## config.mk

```make
export PLATFORM = sky130hd
export DESIGN_NAME = id_regfile_scoreboard
export DESIGN_NICKNAME = d
export VERILOG_FILES = /design/src/rtl/id_regfile_scoreboard.sv
export SDC_FILE = /design/constraint.sdc
export NUM_CORES = 2
export LEC_CHECK = 0
export CAP_MARGIN = 20
export CELL_PAD_IN_SITES_DETAIL_PLACEMENT = 0
export CELL_PAD_IN_SITES_GLOBAL_PLACEMENT = 1
export CORE_UTILIZATION = 45
export DETAILED_ROUTE_END_ITERATION = 16
export PLACE_DENSITY_LB_ADDON = 0.2
export SYNTH_ARGS = -nofsm -noshare
export SYNTH_HDL_FRONTEND = slang
export SYNTH_SLANG_ARGS = --single-unit
export TNS_END_PERCENT = 1
```

## constraint.sdc

```tcl
create_clock -name i_clk -period 3.5 [get_ports i_clk]
set_input_delay 0.7 -clock i_clk [delete_from_list [all_inputs] [get_ports i_clk]]
set_output_delay 0.7 -clock i_clk [all_outputs]
set_load 0.01 [all_outputs]
```

## src/rtl/id_regfile_scoreboard.sv

```systemverilog
// Decode-stage register file with write-through bypass and a per-register load-use scoreboard.
// Optional RF_DEBUG_PORT_EN adds a non-bypassed debug read port and the busy vector.
module id_regfile_scoreboard #(
  parameter int unsigned N_BITS     = 32,
  parameter int unsigned N_REG_BITS = 5,
  parameter int unsigned N_RD_PORTS = 2,
  parameter int unsigned LOAD_LAT   = 2
) (
  input  logic                             i_clk,
  input  logic                             i_reset,
  input  logic                             i_regWrite,
  input  logic [N_REG_BITS-1:0]            i_dato_a_escribir_addr,
  input  logic [N_BITS-1:0]                i_WB_data_to_w,
  input  logic [N_RD_PORTS*N_REG_BITS-1:0] i_rd_addr,
  output logic [N_RD_PORTS*N_BITS-1:0]     o_dato_leido,
  input  logic                             i_issue_valid,
  input  logic                             i_issue_is_load,
  input  logic [N_REG_BITS-1:0]            i_issue_rd,
  input  logic                             i_flush,
`ifdef RF_DEBUG_PORT_EN
  input  logic [N_REG_BITS-1:0]            i_dbg_addr,
  output logic [N_BITS-1:0]                o_dbg_data,
  output logic [2**N_REG_BITS-1:0]         o_busy_vec,
`endif
  output logic                             o_stall
);

  localparam int unsigned NumRegs = 2**N_REG_BITS;
  localparam int unsigned CntW    = $clog2(LOAD_LAT + 1);

  logic [N_BITS-1:0] regs_q [NumRegs];
  logic [CntW-1:0]   cnt_q  [NumRegs];
  logic [NumRegs-1:0] busy;
  logic               wr_en;
  logic               hazard;
  logic               accept;
  logic               load_set;

  assign wr_en = i_regWrite && (i_dato_a_escribir_addr != '0);

  always_comb begin
    for (int r = 0; r < NumRegs; r++) begin
      busy[r] = (cnt_q[r] != '0);
    end
  end

  always_comb begin
    hazard = 1'b0;
    for (int k = 0; k < N_RD_PORTS; k++) begin
      hazard = hazard | busy[i_rd_addr[k*N_REG_BITS +: N_REG_BITS]];
    end
  end

  assign o_stall  = i_issue_valid && !i_flush && hazard;
  assign accept   = i_issue_valid && !i_flush && !hazard;
  assign load_set = accept && i_issue_is_load && (i_issue_rd != '0);

  always_ff @(posedge i_clk) begin
    if (i_reset) begin
      for (int r = 0; r < NumRegs; r++) begin
        regs_q[r] <= '0;
        cnt_q[r]  <= '0;
      end
    end else begin
      if (wr_en) begin
        regs_q[i_dato_a_escribir_addr] <= i_WB_data_to_w;
      end
      // Load accept outranks a same-cycle write-back clear, which outranks decrement.
      for (int r = 0; r < NumRegs; r++) begin
        if (load_set && (i_issue_rd == N_REG_BITS'(r))) begin
          cnt_q[r] <= CntW'(LOAD_LAT);
        end else if (i_regWrite && (i_dato_a_escribir_addr == N_REG_BITS'(r))) begin
          cnt_q[r] <= '0;
        end else if (cnt_q[r] != '0) begin
          cnt_q[r] <= cnt_q[r] - 1'b1;
        end
      end
    end
  end

  for (genvar k = 0; k < N_RD_PORTS; k++) begin : g_rd
    logic [N_REG_BITS-1:0] addr;
    logic [N_BITS-1:0]     data;

    assign addr = i_rd_addr[k*N_REG_BITS +: N_REG_BITS];

    always_comb begin
      if (addr == '0) begin
        data = '0;
      end else if (wr_en && (addr == i_dato_a_escribir_addr)) begin
        data = i_WB_data_to_w;
      end else begin
        data = regs_q[addr];
      end
    end

    assign o_dato_leido[k*N_BITS +: N_BITS] = data;
  end

`ifdef RF_DEBUG_PORT_EN
  assign o_dbg_data = (i_dbg_addr == '0) ? '0 : regs_q[i_dbg_addr];
  assign o_busy_vec = busy;
`endif

endmodule

```

; Word level (Yosys, flattened, before mapping)
; Memory sizes are Yosys's and may differ from the RTL's.
; Cells that the tools add are included.
[classes]
n_reduce_logical = 113
n_bitwise = 97
n_lt_le_gt_ge = 2
eq_ne = 64
addsub = 32
n_mux = 496
[op_table]
columns = op, count
row1 = two-way mux 1 bit, 392
row2 = two-way mux 2 bit, 96
row3 = == test 5 bit (second input constant), 32
row4 = two-way mux 32 bit, 5
row5 = bitwise OR 1 bit, 97
row6 = == test 5 x 4 -> 1 bit (second input constant), 16
row7 = logical AND 1 bit, 72
row8 = nonzero test 2 bit, 32
row9 = subtractor 2 x 1 -> 2 bit (second input constant), 32
row10 = == test 5 x 3 -> 1 bit (second input constant), 8
row11 = OR reduction 32 bit, 1
row12 = == test 5 x 2 -> 1 bit (second input constant), 4
row13 = zero test 5 bit, 4
row14 = < comparator 5 x 6 -> 1 bit (second input constant), 2
row15 = binary-select mux 1 bit (select 5 bit), 2
row16 = == test 5 x 1 -> 1 bit (second input constant), 2
row17 = == test 5 bit, 2
row18 = nonzero test 5 bit, 2
row19 = two-way mux 5 bit, 1
row20 = zero test 1 bit, 2
[totals]
ram_bits = 1088
inputBits = 58
regBits = 0
memories = 2
elab_cells = 806
out_inout_bits = 65
[mem_list]
columns = name, depth, word_bits, read_ports, rd_ports_with_merged_regs, write_ports, line
row1 = regs_q, 32, 32, 2, 0, 32, 31  ; logic [N_BITS-1:0] regs_q [NumRegs];
row2 = cnt_q, 32, 2, 32, 0, 32, 32  ; logic [CntW-1:0] cnt_q [NumRegs];

; Longest topological paths before layout
[logic_depth]
depth_word = 15
mapped_depth = 11

; Worst setup path before layout
; Ideal clock, no wire load.
[synth_timing]
path_kind = input port to output port
from = input i_rd_addr[1]
to = output o_dato_leido[10]
n_path_buf = 4
arrival_time_ns = 2.721
t_required_ns = 2.800
cell_stages = 8
slack_ns = 0.079
path_cell_list = buf_2 -> buf_4 -> buf_2 -> buf_1 -> mux4_2 -> mux4_2 -> mux2i_1 -> a211oi_1
[synth_via]
elab_chain_len = 4
elab_cells_between_ends = 6
[synth_lines]
columns = element, line
row1 = from (decl), 14  ; input logic [N_RD_PORTS*N_REG_BITS-1:0] i_rd_addr,
row2 = "parallel branches: the longest is 3 deep, another holds memory (32 x 32 bit)", n/a
row3 = two-way mux 32 bit (*), 88  ; if (addr == '0) begin
row4 = to (decl), 15  ; output logic [N_RD_PORTS*N_BITS-1:0] o_dato_leido,
; Mark *: on every way between the ends.

==> run_results.csv <==
group,metric,value,unit
detailed_routing,drt_iter0_markers,5515,
floorplan,die-area,0.134,mm2
critical_path,r2r_start,"cnt_q[0][22]",
synthesis,synth_ff_type,"edfxtp_1",
clock_network,ctsHoldBuffers,0,
floorplan,start_util,0.454,
detailed_routing,wl_per_cell,35.5,um
synthesis,ys_seq_area_frac,0.547,
worst_hold_path,hold_path.class,"in2reg",
flow_run,drv_cap,0,
clock_network,root_buffer,"clkbuf_16",
sta,rsz0062_at_grt,"yes",
global_route,grt_start_max_net_pins,60,
detailed_routing,vias,38600,
placement,post_dp_cell_area,0.0669,mm2
placement,dp.cells,5784,
sta,relSlewSlack,0.454,
final_layout,fillCellCount,10400,
floorplan,num_rows,133,
sta,skew,0.0115,ns
power_and_ir_drop,p_per_area,499,mW/mm2
sta,hold_viol,0,
critical_path,crit_arrival,2.99,ns
synthesis,synth_edf_count,1088,
synthesis,ys_warn_count,0,
final_layout,drive_above_1_share,0.354,
clock_network,clk_path_buf_depth,3,
synthesis,syn-mean-instance-area,15.5,um2
power_and_ir_drop,ir_drop,0.440,mV
global_route,first_global_vias,38700,
final_layout,utilization,0.548,
clock_network,h-tree-depth,3,
final_layout,final_nets,4286,
synthesis,ys_types,56,
final_layout,final_cell_mix,"1088 x edfxtp_1, 1007 x and2_1, 635 x mux4_2",
final_layout,postLayoutCellArea,0.0721,mm2
detailed_routing,first_pass_iters,5,
sta,clock.fmax,0.271,GHz
synthesis,syn-cell-area,0.0597,mm2
sta,setup_viol,24,
placement,port_buffers,122,
global_route,grt_pass1_wl,300,mm
sta,tightest_slew,0.819,ns
placement,post-dp-hpwl,130,mm
detailed_routing,drc_errors,0,
sta,finalCriticalPeriod,3.69,ns
floorplan,io_pins,123,
global_route,grt.total_usage,0.322,
sta,worst_slack,-0.189,ns
floorplan,die-height,366,um
clock_network,cts.sinks,1088,
detailed_routing,detail-route-antenna-nets,0,
status,outcome,"finished with violations",
clock_network,cts_tree,"yes",
global_route,grt_overflow,0,
final_layout,syn2layout_area_growth,20.7,%
placement,place_congestion,0.861,
global_route,antenna_found_initial,20,
critical_path,cp-end-kind,"output port",
sta,fin_crit_sh,1.05,
synthesis,synthArstFlopShare,0,
final_layout,mostFrequentLayoutCell,"edfxtp_1",
critical_path,startpoint_type,"register",
status,violations,"setup timing",
floorplan,core_area,0.132,mm2
synthesis,synthCells,3864,
critical_path,worst-path-max-fanout,2,
critical_path,crit_required,2.80,ns
floorplan,die_width,366,um
detailed_routing,routed_wirelength,215,mm
critical_path,critPathKind,"reg2out",
clock_network,cts_buffers,120,
critical_path,setup.worst_path.start,"cnt_q[0][22]",
final_layout,final-instance-count-excl-fill,6060,
clock_network,clock_latency,0.75,ns
detailed_routing,via_per_inst,6.37,
synthesis,ys_ff_latch,1088,
power_and_ir_drop,leakage,0.0254,uW
clock_network,path_clk_slew,0.06,ns
sta,drv_slew,0,
worst_hold_path,holdCritStartpoint,"i_reset",
## kinds of logic (layout without fill, tap and decap cells)
family,count (synthesis),count (layout),share of synthesized area
and+or+nand+nor,1309,1309,0.130
AOI/OAI and AO/OA,193,193,0.0250
other,1,38,0.0000628
adders and majority gates,32,32,0.00670
muxes,730,730,0.256
DFF,1088,1088,0.547
xor gates and xnor gates,10,10,0.00147
buffers and inverters,501,905,0.0340
## layout make-up
| type | instances | area (um2) | share of cell area |
|---|---|---|---|
| inverter | 98 | 373 | 0.00517 |
| timing repair buffer | 582 | 6920 | 0.0959 |
| multi-input combinational | 2306 | 26000 | 0.360 |
| clock buffer | 142 | 3090 | 0.0428 |
| tap | 1755 | 2200 | 0.0304 |
| clock inverter | 83 | 917 | 0.0127 |
| antenna | 6 | 15.0 | 0.000208 |
| sequential | 1088 | 32700 | 0.453 |
## per-layer routing
layer  vias up  track usage  part of all wire
li1      15600            -                 -
met1     20200        0.425              0.37
met2      2312        0.525              0.48
met3       462       0.0528             0.095
met4         0        0.144             0.049
met5         -            0                 0
## Yosys cell counts (16+ instances only)
| library cell | instances | area share |
|---|---|---|
| nand3_1 | 17 | 0.0014 |
| buf_1 | 34 | 0.0021 |
| o32ai_1 | 17 | 0.0025 |
| inv_1 | 98 | 0.0062 |
| o311ai_0 | 25 | 0.0037 |
| mux2i_1 | 88 | 0.015 |
| nor2b_1 | 24 | 0.0025 |
| clkbuf_1 | 273 | 0.017 |
| nor2_1 | 127 | 0.0080 |
| nand2_1 | 34 | 0.0021 |
| nor3_1 | 34 | 0.0028 |
| or3_1 | 16 | 0.0017 |
| a211oi_1 | 85 | 0.011 |
| mux4_2 | 634 | 0.24 |
| buf_2 | 88 | 0.0074 |
| edfxtp_1 | 1088 | 0.55 |
| ha_1 | 32 | 0.0067 |
| and2_1 | 1007 | 0.11 |
## report_power, final
group | switching (uW) | leakage, uW | internal (uW) | total [uW]
Combinational | 3530 | 0.0129 | 3390 | 6920
Clock | 5500 | 0.00197 | 7600 | 13100
Sequential | 468 | 0.0105 | 15500 | 16000
## sequential cells by signal, indices dropped and copies added, names as in the netlist
| name | count |
|---|---|
| regs_q | 1024 |
| cnt_q | 64 |
## worst max-delay path, stage by stage, from the launching register on
cell      delay, ns
edfxtp_1       0.37
inv_2          0.06
ha_4           0.15
mux4_2         0.52
nor2_2         0.12
o32ai_2        0.09
or4_4          0.59
nand2_4        0.09
and2_1         0.12
buf_2          0.12
## timing repair
action	CTS	global route
gates cloned	9	1
endpoints found under the setup margin	65	63
pin swaps	27	16
setup buffers	22	14
resized for setup	362	81
## stage by stage
stage / TNS, ns / power, uW / setup WS (ns) / hold WS, ns
floorplan: 0 / 20000 / 0.0789 / 0.530
global placement: -46.65 / 22700 / -1.01 / 0.548
detailed placement: -49.62 / 22800 / -1.03 / 0.551
CTS: -3.62 / 36000 / -0.246 / 0.443
global route: -4.44 / 37200 / -0.257 / 0.525
finish: -1.98 / 36000 / -0.189 / 0.505
## final timing paths
| path | slack, ns | depth (start not counted) | endpoint |
|---|---|---|---|
| worst min register to register | 0.56 | 1 | cnt_q[1][0] |
| worst min-delay path | 0.51 | 4 | cnt_q[1][4] |
| worst max register to register | 0.29 | 9 | cnt_q[0][13] |
| worst max-delay path | -0.19 | 9 | o_stall |
(Power assumes the default switching activity.)
